`config.mk`:
```
export PLATFORM = sky130hd
export DESIGN_NAME = cmos_xor_lane_array_ctrl
export DESIGN_NICKNAME = d
export VERILOG_FILES = /design/src/rtl/cmos_xor_lane_array_ctrl.sv
export SDC_FILE = /design/constraint.sdc
export NUM_CORES = 1
export LEC_CHECK = 0
export CELL_PAD_IN_SITES_DETAIL_PLACEMENT = 0
export CELL_PAD_IN_SITES_GLOBAL_PLACEMENT = 1
export CORE_AREA = 8 8 392 394
export CTS_CLUSTER_SIZE = 8
export DETAILED_ROUTE_END_ITERATION = 10
export DIE_AREA = 0 0 400 402
export GPL_TIMING_DRIVEN = 0
export PLACE_DENSITY_LB_ADDON = 0.1
export SYNTH_ARGS = -nofsm -noshare
export SYNTH_HDL_FRONTEND = slang
export SYNTH_SLANG_ARGS = --single-unit
```
`constraint.sdc`:
```
create_clock -name wb_clk_i -period 17.67 [get_ports wb_clk_i]
set_input_delay 3.534 -clock wb_clk_i [delete_from_list [all_inputs] [get_ports wb_clk_i]]
set_output_delay 3.534 -clock wb_clk_i [all_outputs]
set_load 0.02 [all_outputs]
```
`src/rtl/cmos_xor_lane_array_ctrl.sv`:
```
// Sequencer for complementary-rail CMOS XOR lanes: key reg, rail drive, settle, capture.
// Optional XOR_CHECK_EN adds a digital reference check and the err_count port.
module cmos_xor_lane_array_ctrl #(
  parameter int BIT_SIZE      = 64,
  parameter int LANES         = 2,
  parameter int SETTLE_CYCLES = 3,
  parameter int ROT_STEP      = 1,
  localparam int W            = LANES * BIT_SIZE
) (
  input  logic         wb_clk_i,
  input  logic         wb_rst_i,
  input  logic [W-1:0] key_in,
  input  logic         key_load,
  input  logic         key_rotate_en,
  input  logic [W-1:0] in_data,
  input  logic         in_valid,
  output logic         in_ready,
  output logic [W-1:0] out_data,
  output logic         out_valid,
  input  logic         out_ready,
  output logic         busy,
  output logic [W-1:0] x_top,
  output logic [W-1:0] x_bar_top,
  output logic [W-1:0] k_top,
  output logic [W-1:0] k_bar_top,
  input  logic [W-1:0] s_top
`ifdef XOR_CHECK_EN
  ,
  output logic [15:0]  err_count
`endif
);

  localparam int CW = (SETTLE_CYCLES > 1) ? $clog2(SETTLE_CYCLES) : 1;
  localparam int RS = ROT_STEP % BIT_SIZE;

  typedef enum logic [1:0] {
    IDLE, SETTLE, CAPTURE, OUT
  } state_t;

  state_t        state;
  state_t        state_n;
  logic [CW-1:0] cnt;
  logic [W-1:0]  key;
  logic          accept;
  logic          done;

  // per-lane left rotate; lanes never exchange bits
  function automatic logic [W-1:0] rot_key(input logic [W-1:0] k);
    logic [W-1:0]          r;
    logic [2*BIT_SIZE-1:0] d;
    r = '0;
    for (int i = 0; i < LANES; i++) begin
      d = {k[i*BIT_SIZE +: BIT_SIZE], k[i*BIT_SIZE +: BIT_SIZE]} << RS;
      r[i*BIT_SIZE +: BIT_SIZE] = d[2*BIT_SIZE-1 -: BIT_SIZE];
    end
    return r;
  endfunction

  assign in_ready  = (state == IDLE) && !key_load;
  assign busy      = (state != IDLE);
  assign k_top     = key;
  assign k_bar_top = ~key;
  assign x_bar_top = ~x_top;

  // state register
  always_ff @(posedge wb_clk_i or posedge wb_rst_i) begin
    if (wb_rst_i) state <= IDLE;
    else          state <= state_n;
  end

  // next-state and handshake strobes
  always_comb begin
    state_n = state;
    accept  = 1'b0;
    done    = 1'b0;
    unique case (state)
      IDLE: begin
        accept = in_valid && in_ready;
        if (accept) state_n = SETTLE;
      end
      SETTLE: begin
        if (cnt == '0) state_n = CAPTURE;
      end
      CAPTURE: state_n = OUT;
      OUT: begin
        done = out_ready;
        if (out_ready) state_n = IDLE;
      end
      default: state_n = IDLE;
    endcase
  end

  // key, rails, settle counter and output register
  always_ff @(posedge wb_clk_i or posedge wb_rst_i) begin
    if (wb_rst_i) begin
      key       <= '0;
      x_top     <= '0;
      cnt       <= '0;
      out_data  <= '0;
      out_valid <= 1'b0;
    end else begin
      if (state == IDLE && key_load)
        key <= key_in;
      else if (done && key_rotate_en)
        key <= rot_key(key);
      if (accept) begin
        x_top <= in_data;
        cnt   <= CW'(SETTLE_CYCLES - 1);
      end else if (state == SETTLE && cnt != '0) begin
        cnt <= cnt - 1'b1;
      end
      if (state == CAPTURE) begin
        out_data  <= s_top;
        out_valid <= 1'b1;
      end else if (done) begin
        out_valid <= 1'b0;
      end
    end
  end

`ifdef XOR_CHECK_EN
  // saturating count of lane results that disagree with x^k
  always_ff @(posedge wb_clk_i or posedge wb_rst_i) begin
    if (wb_rst_i)
      err_count <= '0;
    else if (state == CAPTURE && s_top != (x_top ^ k_top) && err_count != 16'hFFFF)
      err_count <= err_count + 16'd1;
  end
`endif

endmodule

```
==> flow_metrics.py, run 1 <==
metrics = {
    "floorplan": {
        "row_count": 141,
        "die-area_sq_um": 161000,
        "die_w_um": 400,
        "dieHeight_um": 402,
        "initial_core_util_pct": 11.5,
        "fp.coreArea_sq_um": 147000,
        "num_io_pins": 1033,
    },
    "timing": {
        "finalHoldViolCount": 0,
        "relSlewSlack_pct": 26.3,
        "grt_setup_unrepaired": "false",
        "drv_slew": 0,
        "fmax_mhz": 116,
        "fin_crit_ps": 8590,
        "final.period_utilization_pct": 48.6,
        "worstMarginPinSlew_ps": 1110,
        "finClkSkew_ps": 19.9,
        "setup_violations": 0,
        "tns_ps": 0,
    },
    "grt": {
        "grt_max_degree": 97,
        "antenna_found_initial": 45,
        "grt-ovfl-total": 0,
        "grt_pass1_wl_mm": 143,
        "grt_pass1_vias": 16214,
        "grt_usage_pct": 12.7,
    },
    "placed_design": {
        "place.gp.congestion": 0.766,
        "port_buffers": 1032,
        "dp.cells": 4237,
        "hpwl_mm": 89.1,
    },
    "drt": {
        "drtPass1Iterations": 4,
        "drc_errors": 0,
        "finalWirelength_mm": 108,
        "vias": 14816,
        "drtAntennaViolNets": 0,
        "initialDrtViolationCount": 707,
        "viasPerCell": 3.42,
        "wl_per_cell_um": 24.8,
    },
    "power_and_ir_drop": {
        "leakagePower_uw": 0.0138,
        "ir_drop_mv": 0.0769,
        "powerDensity_nw_per_um2": 211,
    },
    "worst_setup_path": {
        "critPathArrivalTime_ps": 5050,
        "slowest_stage": "clkdlybuf4s50_1",
        "crit_fanout": 5,
        "critPathMaxStageDelay_ps": 690,
        "reg2reg_depth": 6,
        "crit_chain": "clkdlybuf4s50_1 -> and2b_1 -> clkdlybuf4s50_1",
        "critical_path_depth": 3,
        "worstPathRequired_ps": 14140,
        "startpoint_type": "input pin",
        "critPathMostFrequentCell": "clkdlybuf4s50_1",
        "cp-end-kind": "primary output",
        "crit_type": "in -> out",
        "critPathTopFamily": "buffers and inverters",
        "worstPathBufferInverterCount": 2,
    },
    "finish": {
        "final_common_cell": "clkdlybuf4s50_1",
        "nets": 2762,
        "drive_above_1_share_pct": 16.1,
        "mostFrequentLayoutCells": "1032 x clkdlybuf4s50_1, 389 x dfrtp_1, 262 x inv_1",
        "final_cells": 4333,
        "final_util_pct": 21.3,
        "nFillCells": 15923,
        "area_growth_pct": 86.1,
    },
    "logic_synthesis": {
        "synth_top_area_cell": "dfrtp_1",
        "syn_area_per_cell_sq_um": 13.3,
        "yosysTopAreaCellShare_pct": 57.7,
        "synth_cell_types": 27,
        "netlist_instances": 1271,
        "seq_area_frac_synth_pct": 57.7,
        "ys_warn_count": 0,
        "synth_fp_nets": 1667,
        "synth.area.top_cells": "dfrtp_1 58%, mux2_2 9.9%, mux2_4 9.7%",
        "ys_seq_elements": 389,
        "netlist_area_sq_um": 16900,
    },
    "clocking": {
        "insertion_delay_ps": 630,
        "htree_num_levels": 2,
        "path_clk_slew_ps": 50,
        "clock_sinks": 389,
        "postCtsHoldBufs": 0,
        "cts_root_buf": "clkbuf_16",
        "post_cts_buffers": 0,
        "tritoncts": "built",
        "ctsResizeCount": 0,
        "cts_buffer_depth": 3,
        "cts_buffers": 57,
    },
    "job": {
        "cap_violations": 0,
    },
    "outcome": {
        "outcome": "finished clean",
    },
    "hold_path": {
        "hp-class": "reg -> reg",
        "min_path_cells": 1,
    },
}
routing by layer:
metal	vias to the layer above	global-route usage (%)	wire [um]
met5	-	0	173
met4	28	3.02	2160
met3	136	4.60	9790
met2	682	23.4	56100
met1	7415	13.7	39400
li1	6555	-	-
final timing paths:
path,startpoint,end,slack [ps]
max in group asynchronous,wb_rst_i,k_top[93]$_DFFE_PP0P_,12880
setup reg to reg,state[0]$_DFFE_PP0P_,k_top[78]$_DFFE_PP0P_,15040
min in group asynchronous,wb_rst_i,x_top[89]$_DFFE_PP0P_,3360
setup / recovery,key_load,in_ready,9080
hold reg to reg,out_valid$_DFFE_PP0P_,out_valid$_DFFE_PP0P_,480
hold / removal,out_valid$_DFFE_PP0P_,out_valid$_DFFE_PP0P_,480
metrics by stage:
stage	worst slack, ps	instance area [sq um]	hold slack (ps)	power [uW]
after floorplan	3320	16900	522	3480
after detailed placement	9040	29700	471	5700
after global placement	-3860	29600	474	5700
after CTS	9030	31300	483	6810
after global routing	9020	31400	507	7010
final	9080	31400	475	6630
cells in the mapped netlist:
master,count
nand2_1,1
ha_1,6
nor3b_1,1
inv_1,263
mux2_2,148
buf_4,13
nor2b_1,1
and2_1,1
dfrtp_1,389
buf_6,25
clkbuf_1,29
mux2i_1,1
o211ai_1,1
nand2b_1,2
a221oi_1,1
mux2_4,109
nand2_2,1
a31oi_1,1
and3_1,128
xnor2_1,1
nor2_1,1
a21o_1,1
and2b_1,1
a21oi_1,1
a221o_1,128
buf_2,14
buf_1,3
power by group:
part	internal (uW)	switching (uW)	leakage, uW
registers	1340	518	0.00469
logic	1870	1860	0.00834
clock network	610	433	0.000792
total	3820	2810	0.0138
cells by family after synthesis:
group	synth area share [%]
DFF	57.7
buffers and inverters	9.23
muxes	19.7
and+or+nand+nor	5.07
AOI/OAI and AO/OA	7.81
adders and majority gates	0.445
xor gates and xnor gates	0.0520
final cells by class:
class | count | area, sq um | area share (%)
Antenna cell | 17 | 42.5 | 0.136
Buffer | 84 | 569 | 1.81
Clock buffer | 76 | 1580 | 5.03
Clock inverter | 3 | 37.5 | 0.120
Inverter | 263 | 995 | 3.17
Multi-Input combinational cell | 535 | 5570 | 17.7
Sequential cell | 389 | 9730 | 31.0
Tap cell | 1930 | 2410 | 7.70
Timing Repair Buffer | 1036 | 10400 | 33.3
state kept, by name (all words and copies together) (netlist names):
register / cells
out_valid: 1
state: 2
cnt: 2
k_top: 128
x_top: 128
out_data: 128
Power figures use the tool's default switching activity.
==> run 2, diff against run 1 <==
clock period = 8.05 ns   (was 17.67 ns; I/O delays follow)
==> run 2 against run 1 <==
  * Sequential cell count unchanged
  * Largest power group unchanged
  * Clock power grew 130%
  * Final cell count rose by 0.30%
  * Design area grew 0.53%
  * Critical path type unchanged
  * Utilization rose by 0.11 points
  * Combinational power increased by 120%
  * Non-clock buffer count increased by 8
  * Power rose by 120%
  * Critical path depth unchanged
==> flow_metrics.py, run 2 (synthesis results as in run 1) <==
metrics = {
    "outcome": {
        "outcome": "finished clean",
    },
    "power_and_ir_drop": {
        "leakagePower_uw": 0.0139,
        "p_int_uw": 8410,
        "pwr-share-comb_pct": 56.7,
        "clockPowerShare_pct": 16.0,
        "power_frac_seq_pct": 27.3,
        "powerDensity_nw_per_um2": 463,
        "sw_frac_of_total_pct": 42.4,
        "ir_drop_mv": 0.167,
        "p_sw_uw": 6200,
    },
    "timing": {
        "relSlewSlack_pct": 19.9,
        "setup_violations": 0,
        "grt_setup_unrepaired": "false",
        "drv_slew": 0,
        "finClkSkew_ps": 34.1,
        "fmax_mhz": 211,
        "holdWs_ps": 499,
        "final.period_utilization_pct": 58.9,
        "worstMarginPinSlew_ps": 1200,
        "fin_crit_ps": 4740,
        "tns_ps": 0,
        "finalHoldViolCount": 0,
    },
    "worst_setup_path": {
        "worstPathBufferInverterCount": 2,
        "critPathArrivalTime_ps": 3130,
        "critPathMostFrequentCell": "clkdlybuf4s50_1",
        "cp-end-kind": "primary output",
        "r2r_slack_ps": 5190,
        "crit_chain": "clkdlybuf4s50_1 -> and2b_1 -> clkdlybuf4s50_1",
        "critPathMaxStageDelay_ps": 700,
        "worstPathRequired_ps": 6440,
        "rr_startpoint": "state[0]$_DFFE_PP0P_",
        "crit_fanout": 5,
        "startpoint_type": "input pin",
        "reg2reg_depth": 6,
        "crit_type": "in -> out",
        "critPathTopFamily": "buffers and inverters",
        "slowest_stage": "clkdlybuf4s50_1",
        "reg2reg_to": "k_top[15]$_DFFE_PP0P_",
    },
    "clocking": {
        "tritoncts": "built",
        "path_clk_slew_ps": 50,
        "insertion_delay_ps": 650,
        "postCtsHoldBufs": 0,
        "cts_buffers": 58,
        "cts_root_buf": "clkbuf_16",
        "post_cts_buffers": 0,
        "ctsResizeCount": 0,
        "htree_num_levels": 2,
        "cts_buffer_depth": 3,
        "clock_sinks": 389,
    },
    "grt": {
        "grt-ovfl-total": 0,
        "grt_pass1_vias": 16218,
        "grt_pass1_wl_mm": 144,
        "antenna_found_initial": 42,
        "grt_max_degree": 39,
        "grt_usage_pct": 12.8,
    },
    "hold_path": {
        "min_path_cells": 1,
        "min_to": "out_valid$_DFFE_PP0P_",
        "min_from": "out_valid$_DFFE_PP0P_",
        "hp-class": "reg -> reg",
    },
    "floorplan": {
        "die-area_sq_um": 161000,
        "fp.coreArea_sq_um": 147000,
        "row_count": 141,
        "num_io_pins": 1033,
        "initial_core_util_pct": 11.5,
        "dieHeight_um": 402,
        "die_w_um": 400,
    },
    "finish": {
        "drive_above_1_share_pct": 16.3,
        "final_common_cell": "clkdlybuf4s50_1",
        "multi_input_area_sq_um": 5570,
        "nFillCells": 15944,
        "nets": 2771,
        "area_growth_pct": 87.1,
        "regArea_sq_um": 9730,
        "mostFrequentLayoutCells": "1032 x clkdlybuf4s50_1, 389 x dfrtp_1, 262 x inv_1",
    },
    "placed_design": {
        "hpwl_mm": 90.7,
        "place.gp.congestion": 0.737,
        "port_buffers": 1032,
    },
    "drt": {
        "initialDrtViolationCount": 544,
        "vias": 14687,
        "finalWirelength_mm": 108,
        "drtAntennaViolNets": 0,
        "drtPass1Iterations": 4,
        "viasPerCell": 3.38,
        "drc_errors": 0,
        "wl_per_cell_um": 24.8,
    },
    "job": {
        "cap_violations": 0,
    },
}
## run 2: cell types whose count changed in the layout (fill, tap and decap cells not counted)
| cell | change |
|---|---|
| clkinv_2 | +2 |
| clkbuf_8 | -5 |
| diode_2 | +2 |
| clkinvlp_4 | +2 |
| clkinv_8 | +1 |
| clkbuf_1 | +3 |
| inv_16 | +1 |
| buf_12 | +12 |
| bufinv_16 | +1 |
| buf_16 | -4 |
| inv_8 | -1 |
| inv_6 | -2 |
| clkbuf_16 | +1 |
## run 2: how the worst max path moves through the flow
stage / from / to / slack, ps / depth (start not counted)
5_1_grt: key_load / in_ready / 3200 / 3
6_report: key_load / in_ready / 3310 / 3
3_5_place_dp: key_load / in_ready / 3240 / 3
2_1_floorplan: wb_rst_i / cnt[0]$_DFFE_PP0P_ / 1210 / 1
3_3_place_gp: wb_rst_i / k_top[35]$_DFFE_PP0P_ / -2750 / 2
4_1_cts: key_load / in_ready / 3230 / 3
## run 2: power by group through the flow
stage / sequential [uW] / clock (uW) / combinational (uW)
finish: 3980 / 2340 / 8280
global route: 4160 / 2550 / 8760
CTS: 4050 / 2490 / 8510
detailed placement: 4070 / 0 / 8480
global placement: 4050 / 0 / 8510
floorplan: 4780 / 0 / 2860
## run 2: per-layer routing
layer | global-route usage [%] | share of wire, % | vias to the layer above
met1 | 13.3 | 36 | 7265
met4 | 3.86 | 2.9 | 24
met2 | 23.5 | 52 | 678
met3 | 5.00 | 9.4 | 152
li1 | - | - | 6568
met5 | 0 | 0.13 | -
## run 2: area by class of cell
cell class | count | area share (%)
Clock inverter | 7 | 0.329
Inverter | 263 | 3.14
Clock buffer | 75 | 4.90
Tap cell | 1930 | 7.66
Sequential cell | 389 | 30.9
Antenna cell | 19 | 0.151
Multi-Input combinational cell | 535 | 17.7
Timing Repair Buffer | 1044 | 33.5
Buffer | 84 | 1.80
## run 2: stage by stage
step                      power, uW  std cells  setup WS [ps]  utilization, %  cell area, sq um
after floorplan                7640       1271           1210               -             16900
after global placement        12600       4233          -2750            20.1             29600
after detailed placement      12600       4245           3240            20.3             29800
after CTS                     15100       4327           3230            21.4             31500
after global routing          15500       4334           3200            21.4             31500
final                         14600       4346           3310            21.4             31500
==> run 3, diff against run 2 <==
clock period = 4.8 ns   (was 8.05 ns; I/O delays follow)
==> results of run 3 <==
The final DEF is identical to that of run 2. Status: finished clean.
Among the figures that moved: setup slack after placement 3240 ps -> 1290 ps; setup slack after layout 3310 ps -> 1030 ps; start point of the critical path key_load -> state[0]$_DFFE_PP0P_; end point of the critical path in_ready -> busy; register-to-register setup slack 5190 ps -> 1940 ps; total power 14600 uW -> 24500 uW; worst IR drop on VDD 0.167 mV -> 0.280 mV
